===== src/rtl/mmio_regs_pkg.sv =====
// rtl/mmio_regs_pkg.sv - register map, response codes and helpers for the MMIO responder
package mmio_regs_pkg;

  localparam logic [9:0] OFF_ID       = 10'h000;
  localparam logic [9:0] OFF_SCRATCH  = 10'h001;
  localparam logic [9:0] OFF_LED      = 10'h002;
  localparam logic [9:0] OFF_PENDING  = 10'h003;
  localparam logic [9:0] OFF_ENABLE   = 10'h004;
  localparam logic [9:0] OFF_CYCLE_LO = 10'h005;
  localparam logic [9:0] OFF_CYCLE_HI = 10'h006;

  localparam logic [1:0] RESP_OKAY   = 2'b00;
  localparam logic [1:0] RESP_SLVERR = 2'b10;
  localparam logic [1:0] RESP_DECERR = 2'b11;

  localparam logic [31:0] ID_VALUE_DEFAULT = 32'h4C564E41;

  localparam int INTR_MM2S = 0;
  localparam int INTR_S2MM = 1;

  function automatic logic [31:0] apply_strb(input logic [31:0] old_v,
                                             input logic [31:0] new_v,
                                             input logic [3:0]  strb);
    logic [31:0] r;
    for (int i = 0; i < 4; i++) begin
      r[8*i +: 8] = strb[i] ? new_v[8*i +: 8] : old_v[8*i +: 8];
    end
    return r;
  endfunction

endpackage


===== src/rtl/mmio_chan_buf.sv =====
// rtl/mmio_chan_buf.sv - one-deep valid/ready holding buffer with same-cycle pass-through
module mmio_chan_buf #(
  parameter int W = 8
) (
  input  logic         clk_i,
  input  logic         rst_ni,
  input  logic         en_i,
  input  logic [W-1:0] in_data_i,
  input  logic         in_valid_i,
  output logic         in_ready_o,
  output logic [W-1:0] out_data_o,
  output logic         out_valid_o,
  input  logic         consume_i
);

  logic         full_q, full_d;
  logic [W-1:0] data_q, data_d;

  assign in_ready_o  = ~full_q & en_i;
  // Data is usable either from the buffer or straight off the bus in its handshake cycle.
  assign out_valid_o = full_q | (in_valid_i & in_ready_o);
  assign out_data_o  = full_q ? data_q : in_data_i;

  always_comb begin
    full_d = full_q;
    data_d = data_q;
    if (consume_i) begin
      full_d = 1'b0;
    end else if (in_valid_i && in_ready_o) begin
      full_d = 1'b1;
      data_d = in_data_i;
    end
  end

  always_ff @(posedge clk_i or negedge rst_ni) begin
    if (!rst_ni) begin
      full_q <= 1'b0;
      data_q <= '0;
    end else begin
      full_q <= full_d;
      data_q <= data_d;
    end
  end

endmodule


===== src/rtl/axilite_mmio_responder.sv =====
// rtl/axilite_mmio_responder.sv - AXI4-Lite control/status register bank with IRQ aggregation and cycle counter
module axilite_mmio_responder
  import mmio_regs_pkg::*;
#(
  parameter int          ADDR_WIDTH = 32,
  parameter int          DATA_WIDTH = 32,
  parameter logic [31:0] ID_VALUE   = ID_VALUE_DEFAULT
) (
  input  logic                    uncoreclk,
  input  logic                    uncore_rstn,
  input  logic [ADDR_WIDTH-1:0]   s_axi_awaddr,
  input  logic                    s_axi_awvalid,
  output logic                    s_axi_awready,
  input  logic [DATA_WIDTH-1:0]   s_axi_wdata,
  input  logic [DATA_WIDTH/8-1:0] s_axi_wstrb,
  input  logic                    s_axi_wvalid,
  output logic                    s_axi_wready,
  output logic [1:0]              s_axi_bresp,
  output logic                    s_axi_bvalid,
  input  logic                    s_axi_bready,
  input  logic [ADDR_WIDTH-1:0]   s_axi_araddr,
  input  logic                    s_axi_arvalid,
  output logic                    s_axi_arready,
  output logic [DATA_WIDTH-1:0]   s_axi_rdata,
  output logic [1:0]              s_axi_rresp,
  output logic                    s_axi_rvalid,
  input  logic                    s_axi_rready,
  input  logic [1:0]              intr_in,
  output logic [7:0]              led_o,
  output logic                    irq_o
);

  logic        rdy_en_q;
  logic        bvalid_q, bvalid_d;
  logic [1:0]  bresp_q, bresp_d;
  logic        rvalid_q, rvalid_d;
  logic [1:0]  rresp_q, rresp_d;
  logic [31:0] rdata_q, rdata_d;
  logic [31:0] scratch_q, scratch_d;
  logic [7:0]  led_q, led_d;
  logic [1:0]  pend_q, pend_d;
  logic [1:0]  en_q, en_d;
  logic [1:0]  intr_prev_q;
  logic        irq_q;
  logic [63:0] cnt_q, cnt_d;
  logic [31:0] shadow_q, shadow_d;

  logic        buf_en;
  logic        aw_avail, w_avail, commit;
  logic [9:0]  aw_off, ar_off;
  logic [35:0] w_pkt;
  logic [31:0] w_data;
  logic [3:0]  w_strb;
  logic [1:0]  w1c, intr_rise, wr_resp;
  logic        ar_hs;
  logic [31:0] rd_data;
  logic [1:0]  rd_resp;

  logic unused_addr_bits;
  assign unused_addr_bits = ^{s_axi_awaddr[ADDR_WIDTH-1:12], s_axi_awaddr[1:0],
                              s_axi_araddr[ADDR_WIDTH-1:12], s_axi_araddr[1:0]};

  assign buf_en = ~bvalid_q & rdy_en_q;
  assign commit = aw_avail & w_avail & ~bvalid_q;

  mmio_chan_buf #(.W(10)) u_aw_buf (
    .clk_i       (uncoreclk),
    .rst_ni      (uncore_rstn),
    .en_i        (buf_en),
    .in_data_i   (s_axi_awaddr[11:2]),
    .in_valid_i  (s_axi_awvalid),
    .in_ready_o  (s_axi_awready),
    .out_data_o  (aw_off),
    .out_valid_o (aw_avail),
    .consume_i   (commit)
  );

  mmio_chan_buf #(.W(36)) u_w_buf (
    .clk_i       (uncoreclk),
    .rst_ni      (uncore_rstn),
    .en_i        (buf_en),
    .in_data_i   ({s_axi_wstrb, s_axi_wdata}),
    .in_valid_i  (s_axi_wvalid),
    .in_ready_o  (s_axi_wready),
    .out_data_o  (w_pkt),
    .out_valid_o (w_avail),
    .consume_i   (commit)
  );

  assign w_data    = w_pkt[31:0];
  assign w_strb    = w_pkt[35:32];
  assign intr_rise = intr_in & ~intr_prev_q;
  assign cnt_d     = cnt_q + 64'd1;

  always_comb begin
    scratch_d = scratch_q;
    led_d     = led_q;
    en_d      = en_q;
    w1c       = 2'b00;
    wr_resp   = RESP_OKAY;
    if (commit) begin
      case (aw_off)
        OFF_SCRATCH: scratch_d = apply_strb(scratch_q, w_data, w_strb);
        OFF_LED:     if (w_strb[0]) led_d = w_data[7:0];
        OFF_PENDING: if (w_strb[0]) w1c = w_data[1:0];
        OFF_ENABLE:  if (w_strb[0]) en_d = w_data[1:0];
        OFF_ID, OFF_CYCLE_LO, OFF_CYCLE_HI: wr_resp = RESP_SLVERR;
        default:     wr_resp = RESP_DECERR;
      endcase
    end
    // A fresh interrupt edge must survive a simultaneous clear.
    pend_d = (pend_q & ~w1c) | intr_rise;
  end

  always_comb begin
    bvalid_d = bvalid_q;
    bresp_d  = bresp_q;
    if (commit) begin
      bvalid_d = 1'b1;
      bresp_d  = wr_resp;
    end else if (s_axi_bready) begin
      bvalid_d = 1'b0;
    end
  end

  assign s_axi_arready = ~rvalid_q & rdy_en_q;
  assign ar_hs         = s_axi_arvalid & s_axi_arready;
  assign ar_off        = s_axi_araddr[11:2];

  always_comb begin
    rd_data = 32'h0;
    rd_resp = RESP_OKAY;
    case (ar_off)
      OFF_ID:       rd_data = ID_VALUE;
      OFF_SCRATCH:  rd_data = scratch_q;
      OFF_LED:      rd_data = {24'h0, led_q};
      OFF_PENDING:  rd_data = {30'h0, pend_q};
      OFF_ENABLE:   rd_data = {30'h0, en_q};
      OFF_CYCLE_LO: rd_data = cnt_q[31:0];
      OFF_CYCLE_HI: rd_data = shadow_q;
      default:      rd_resp = RESP_DECERR;
    endcase
  end

  always_comb begin
    rvalid_d = rvalid_q;
    rdata_d  = rdata_q;
    rresp_d  = rresp_q;
    shadow_d = shadow_q;
    if (ar_hs) begin
      rvalid_d = 1'b1;
      rdata_d  = rd_data;
      rresp_d  = rd_resp;
      // The high half is frozen on the low-half read so a LO-then-HI pair is coherent.
      if (ar_off == OFF_CYCLE_LO) shadow_d = cnt_q[63:32];
    end else if (s_axi_rready) begin
      rvalid_d = 1'b0;
    end
  end

  always_ff @(posedge uncoreclk or negedge uncore_rstn) begin
    if (!uncore_rstn) begin
      rdy_en_q    <= 1'b0;
      bvalid_q    <= 1'b0;
      bresp_q     <= RESP_OKAY;
      rvalid_q    <= 1'b0;
      rresp_q     <= RESP_OKAY;
      rdata_q     <= 32'h0;
      scratch_q   <= 32'h0;
      led_q       <= 8'h0;
      pend_q      <= 2'b00;
      en_q        <= 2'b00;
      intr_prev_q <= 2'b00;
      irq_q       <= 1'b0;
      cnt_q       <= 64'h0;
      shadow_q    <= 32'h0;
    end else begin
      rdy_en_q    <= 1'b1;
      bvalid_q    <= bvalid_d;
      bresp_q     <= bresp_d;
      rvalid_q    <= rvalid_d;
      rresp_q     <= rresp_d;
      rdata_q     <= rdata_d;
      scratch_q   <= scratch_d;
      led_q       <= led_d;
      pend_q      <= pend_d;
      en_q        <= en_d;
      intr_prev_q <= intr_in;
      irq_q       <= |(pend_q & en_q);
      cnt_q       <= cnt_d;
      shadow_q    <= shadow_d;
    end
  end

  assign s_axi_bvalid = bvalid_q;
  assign s_axi_bresp  = bresp_q;
  assign s_axi_rvalid = rvalid_q;
  assign s_axi_rresp  = rresp_q;
  assign s_axi_rdata  = rdata_q;
  assign led_o        = led_q;
  assign irq_o        = irq_q;

endmodule

===== config.mk =====
export PLATFORM = sky130hd
export DESIGN_NAME = axilite_mmio_responder
export DESIGN_NICKNAME = d
export VERILOG_FILES = /design/src/rtl/mmio_regs_pkg.sv /design/src/rtl/mmio_chan_buf.sv /design/src/rtl/axilite_mmio_responder.sv
export SDC_FILE = /design/constraint.sdc
export NUM_CORES = 1
export LEC_CHECK = 0
export ABC_AREA = 1
export BUFFER_PORTS_ARGS = -buffer_cell sky130_fd_sc_hd__buf_2
export CORE_MARGIN = 8
export CORE_UTILIZATION = 55
export CTS_BUF_LIST = sky130_fd_sc_hd__clkbuf_8
export DETAILED_ROUTE_END_ITERATION = 12
export HOLD_SLACK_MARGIN = 0.08
export PLACE_DENSITY = 0.75
export SYNTH_ARGS = -nofsm -noshare
export SYNTH_HDL_FRONTEND = slang
export SYNTH_SLANG_ARGS = --single-unit

===== constraint.sdc =====
create_clock -name uncoreclk -period 2.3 [get_ports uncoreclk]
set_clock_uncertainty 0.2 [all_clocks]
set_input_delay 0.46 -clock uncoreclk [delete_from_list [all_inputs] [get_ports uncoreclk]]
set_output_delay 0.46 -clock uncoreclk [all_outputs]
set_load 0.005 [all_outputs]

==> summary.txt <==
Run status
  • Run status: finished clean

Clocking
  • CTS HTree Levels: 2
  • Clk pin slew, worst setup/hold paths: 0.06 ns
  • Bufs on Longest Clock Path: 3
  • Clk sink count: 229
  • CTS buffer count: 39
  • CTS-repair resized insts: 0
  • Setup bufs post-CTS: 0
  • Root buf cell: clkbuf_8
  • CTS tree: yes
  • Clk Latency, worst-skew pair: 0.55 ns

Yosys
  • Synthesized flop and latch total: 229
  • Mapped Avg Cell Area: 7.57 um^2
  • Most common cell in the netlist: nand2_1
  • Synth area leader: dfrtp_1
  • Yosys warnings: 0
  • Synthesized area: 0.0114 mm^2
  • Synth cell types: 35
  • Cell count after synthesis: 1,501
  • Post-Syn Nets: 1,611
  • Sequential area share after synthesis: 50.4%
  • Synth top cells by count: nand2_1 (549), dfrtp_1 (229), inv_1 (144), nor2_1 (123), o21ai_0 (116)
  • Largest cells by area after synthesis: dfrtp_1 (50%), nand2_1 (18%), o21ai_0 (5.1%)
  • Synth top area share: 50.4%
  • Asr flop ratio synth: 100%
  • Post-synth top flop: dfrtp_1
  • Post-synth EDFFs: 0

Floorplanning
  • Ports: 159
  • DIE HEIGHT: 160 um
  • Die area: 0.0255 mm^2
  • Num rows: 52
  • Initial core utilization: 56.2%
  • CORE AREA: 0.0202 mm^2
  • Die width: 160 um

Critical path
  • Crit path kind: flop to flop
  • Worst path required time: 2.53 ns
  • Worst reg2reg path depth: 10
  • WP data arrival: 2.38 ns
  • Critical Path Start: u_aw_buf.full_q$_DFFE_PN0P_
  • Critical Path Most Common Cell: nand2_1
  • CP max-delay cell: dfrtp_1
  • Crit-path cells: inv_1 -> nand2_1 -> nand2_1 -> nand2_1 -> nor2_2 -> nand2_2 -> nor2_8 -> nand2_2 -> nand2_1 -> nand2_1
  • Crit Reg-Reg Startpoint: u_aw_buf.full_q$_DFFE_PN0P_
  • Crit. End Element: flop
  • R2r setup slk: 0.15 ns
  • Reg2reg end: scratch_q[19]$_DFFE_PN0P_
  • Critical Path Fanout Max: 13
  • Critical path launch point type: flop
  • CP peak stage delay: 0.45 ns

Route
  • Final antenna-violating net count: 0
  • Drc violations: 0
  • Wirelength per Cell: 16.2 um
  • DR iter-0 viols: 856
  • Detailed Routing Iterations Pass 1: 5
  • Via-to-Cell Ratio: 5.23
  • WL final: 32,500 um
  • Via count: 10.5k

STA
  • Final Critical Period: 2.15 ns
  • Fmax: 0.466 GHz
  • Worst Tran Pin Value: 0.541 ns
  • Final Hold Fails: 0
  • Setup TNS Final: 0 ns
  • Final Max Tran Viols: 0
  • Period utilisation layout: 93.4%
  • Max-slew headroom at the worst pin: 63.7%
  • RSZ-0062 raised after global routing: no
  • Setup-failing EPs final: 0

Power and ir drop
  • Total design power: 0.0105 W
  • Worst VDD drop: 584 uV
  • Leakage power total: 6.91 nW
  • PwrDens: 757 mW/mm^2

Place
  • PortBufs: 114
  • Hpwl dp: 24,100 um
  • Global placement routability congestion: 0.951

Hold path
  • Hold path depth: 3
  • Min-Delay Endpoint: u_w_buf.full_q$_DFFE_PN0P_
  • Hold Crit Class: primary input to flop
  • Hold Crit Start: s_axi_wvalid

Global route
  • First-pass GRT wire length: 53,100 um
  • GRT overflow: 0
  • Initial antenna violation count: 1
  • Tot GR Track Use: 25.6%
  • Vias in the first global route: 10.5k
  • Largest net degree at the start of global routing: 65

Layout
  • Final #Nets: 1,817
  • Syn-to-layout area delta: 21.5%
  • Layout cell share with drive strength beyond 1: 14.2%

Run
  • Max Cap Viol: 0
how the worst max path moves through the flow:
stage | to | slack (ns) | cells past startpoint
after floorplan | cnt_q[52]$_DFF_PN0_ | 0.46 | 8
after global placement | s_axi_rdata[19]$_DFFE_PN0P_ | 0.09 | 9
after detailed placement | s_axi_rdata[19]$_DFFE_PN0P_ | 0.10 | 9
after CTS | scratch_q[19]$_DFFE_PN0P_ | 0.08 | 10
after global routing | scratch_q[5]$_DFFE_PN0P_ | 0.03 | 10
final | scratch_q[19]$_DFFE_PN0P_ | 0.15 | 10
per-stage QoR:
stage	hold WS [ns]	setup slack [ns]	utilization, %	area [um^2]	cells
3_5_place_dp	0.249	0.102	61.8	12500	1883
3_3_place_gp	0.243	0.0880	61.8	12500	1883
6_report	0.163	0.153	68.2	13800	2006
4_1_cts	0.157	0.0800	68.2	13800	2004
2_1_floorplan	-0.0356	0.462	-	11400	1501
5_1_grt	0.208	0.0265	68.2	13800	2006
state kept, by name, indices dropped and copies added, names as in the netlist, 8 cells and up:
register         count
u_aw_buf.data_q     10
u_w_buf.data_q      36
s_axi_rdata         32
cnt_q               64
shadow_q            32
led_o                8
scratch_q           32
cell type report:
cell class	count	area, um^2
fillers	1665	6420
flip-flops and latches	229	5730
multi-input cells	1076	4860
repair buffers	211	1540
clock buffers	50	688
inverters	150	563
well taps	270	338
clock inverters	19	83.8
diodes	1	2.50
timing repair:
action	4_1_cts	5_1_grt
setup endpoints to repair	0	32
hold buffers	52	0
hold endpoints to repair	108	0
layer usage:
metal	vias to the layer above	track usage [%]	routed length, um
met2	353	40.3	14700
met3	104	4.96	1920
li1	5159	-	-
met5	-	0	0
met4	0	12.4	1570
met1	4878	33.4	14300
critical path, delay by kind of cell, from the launching register on:
kind	cells	cell delay (ns)
DFF	1	0.45
buffers and inverters	1	0.20
and+or+nand+nor	9	1.17
report_power, final:
group	switching [W]	internal, W
sequential	0.000332	0.00456
clock	0.00166	0.00195
combinational	0.00123	0.000732
total	0.00322	0.00724
logic make-up after synthesis:
logic type	after synthesis	synth area share (%)
flip-flops	229	50.4
buffers and inverters	197	6.95
AND/OR/NAND/NOR	853	30.9
other	1	0.0330
AO/OA/AOI/OAI	173	7.97
adder cells (fa/ha/maj)	1	0.110
XOR/XNOR	47	3.62
cells in the final DEF (no fill, tap or decap), types with 2 or more instances in the layout:
| cell | n |
|---|---|
| o211ai_1 | 11 |
| dfrtp_1 | 228 |
| o21ai_2 | 2 |
| nand2_1 | 549 |
| xor2_1 | 41 |
| or2_2 | 2 |
| nor3_1 | 36 |
| o21ai_1 | 38 |
| nand2_2 | 8 |
| nand3_1 | 108 |
| xnor2_1 | 6 |
| buf_12 | 8 |
| clkinv_2 | 3 |
| o21ai_0 | 116 |
| nor2_4 | 3 |
| nor2_2 | 5 |
| buf_4 | 37 |
| nand4_1 | 12 |
| buf_2 | 113 |
| nor2_1 | 123 |
| dlygate4sd3_1 | 52 |
| inv_1 | 158 |
| inv_2 | 6 |
| clkbuf_8 | 50 |
| a21oi_1 | 4 |
(Power assumes the default switching activity.)
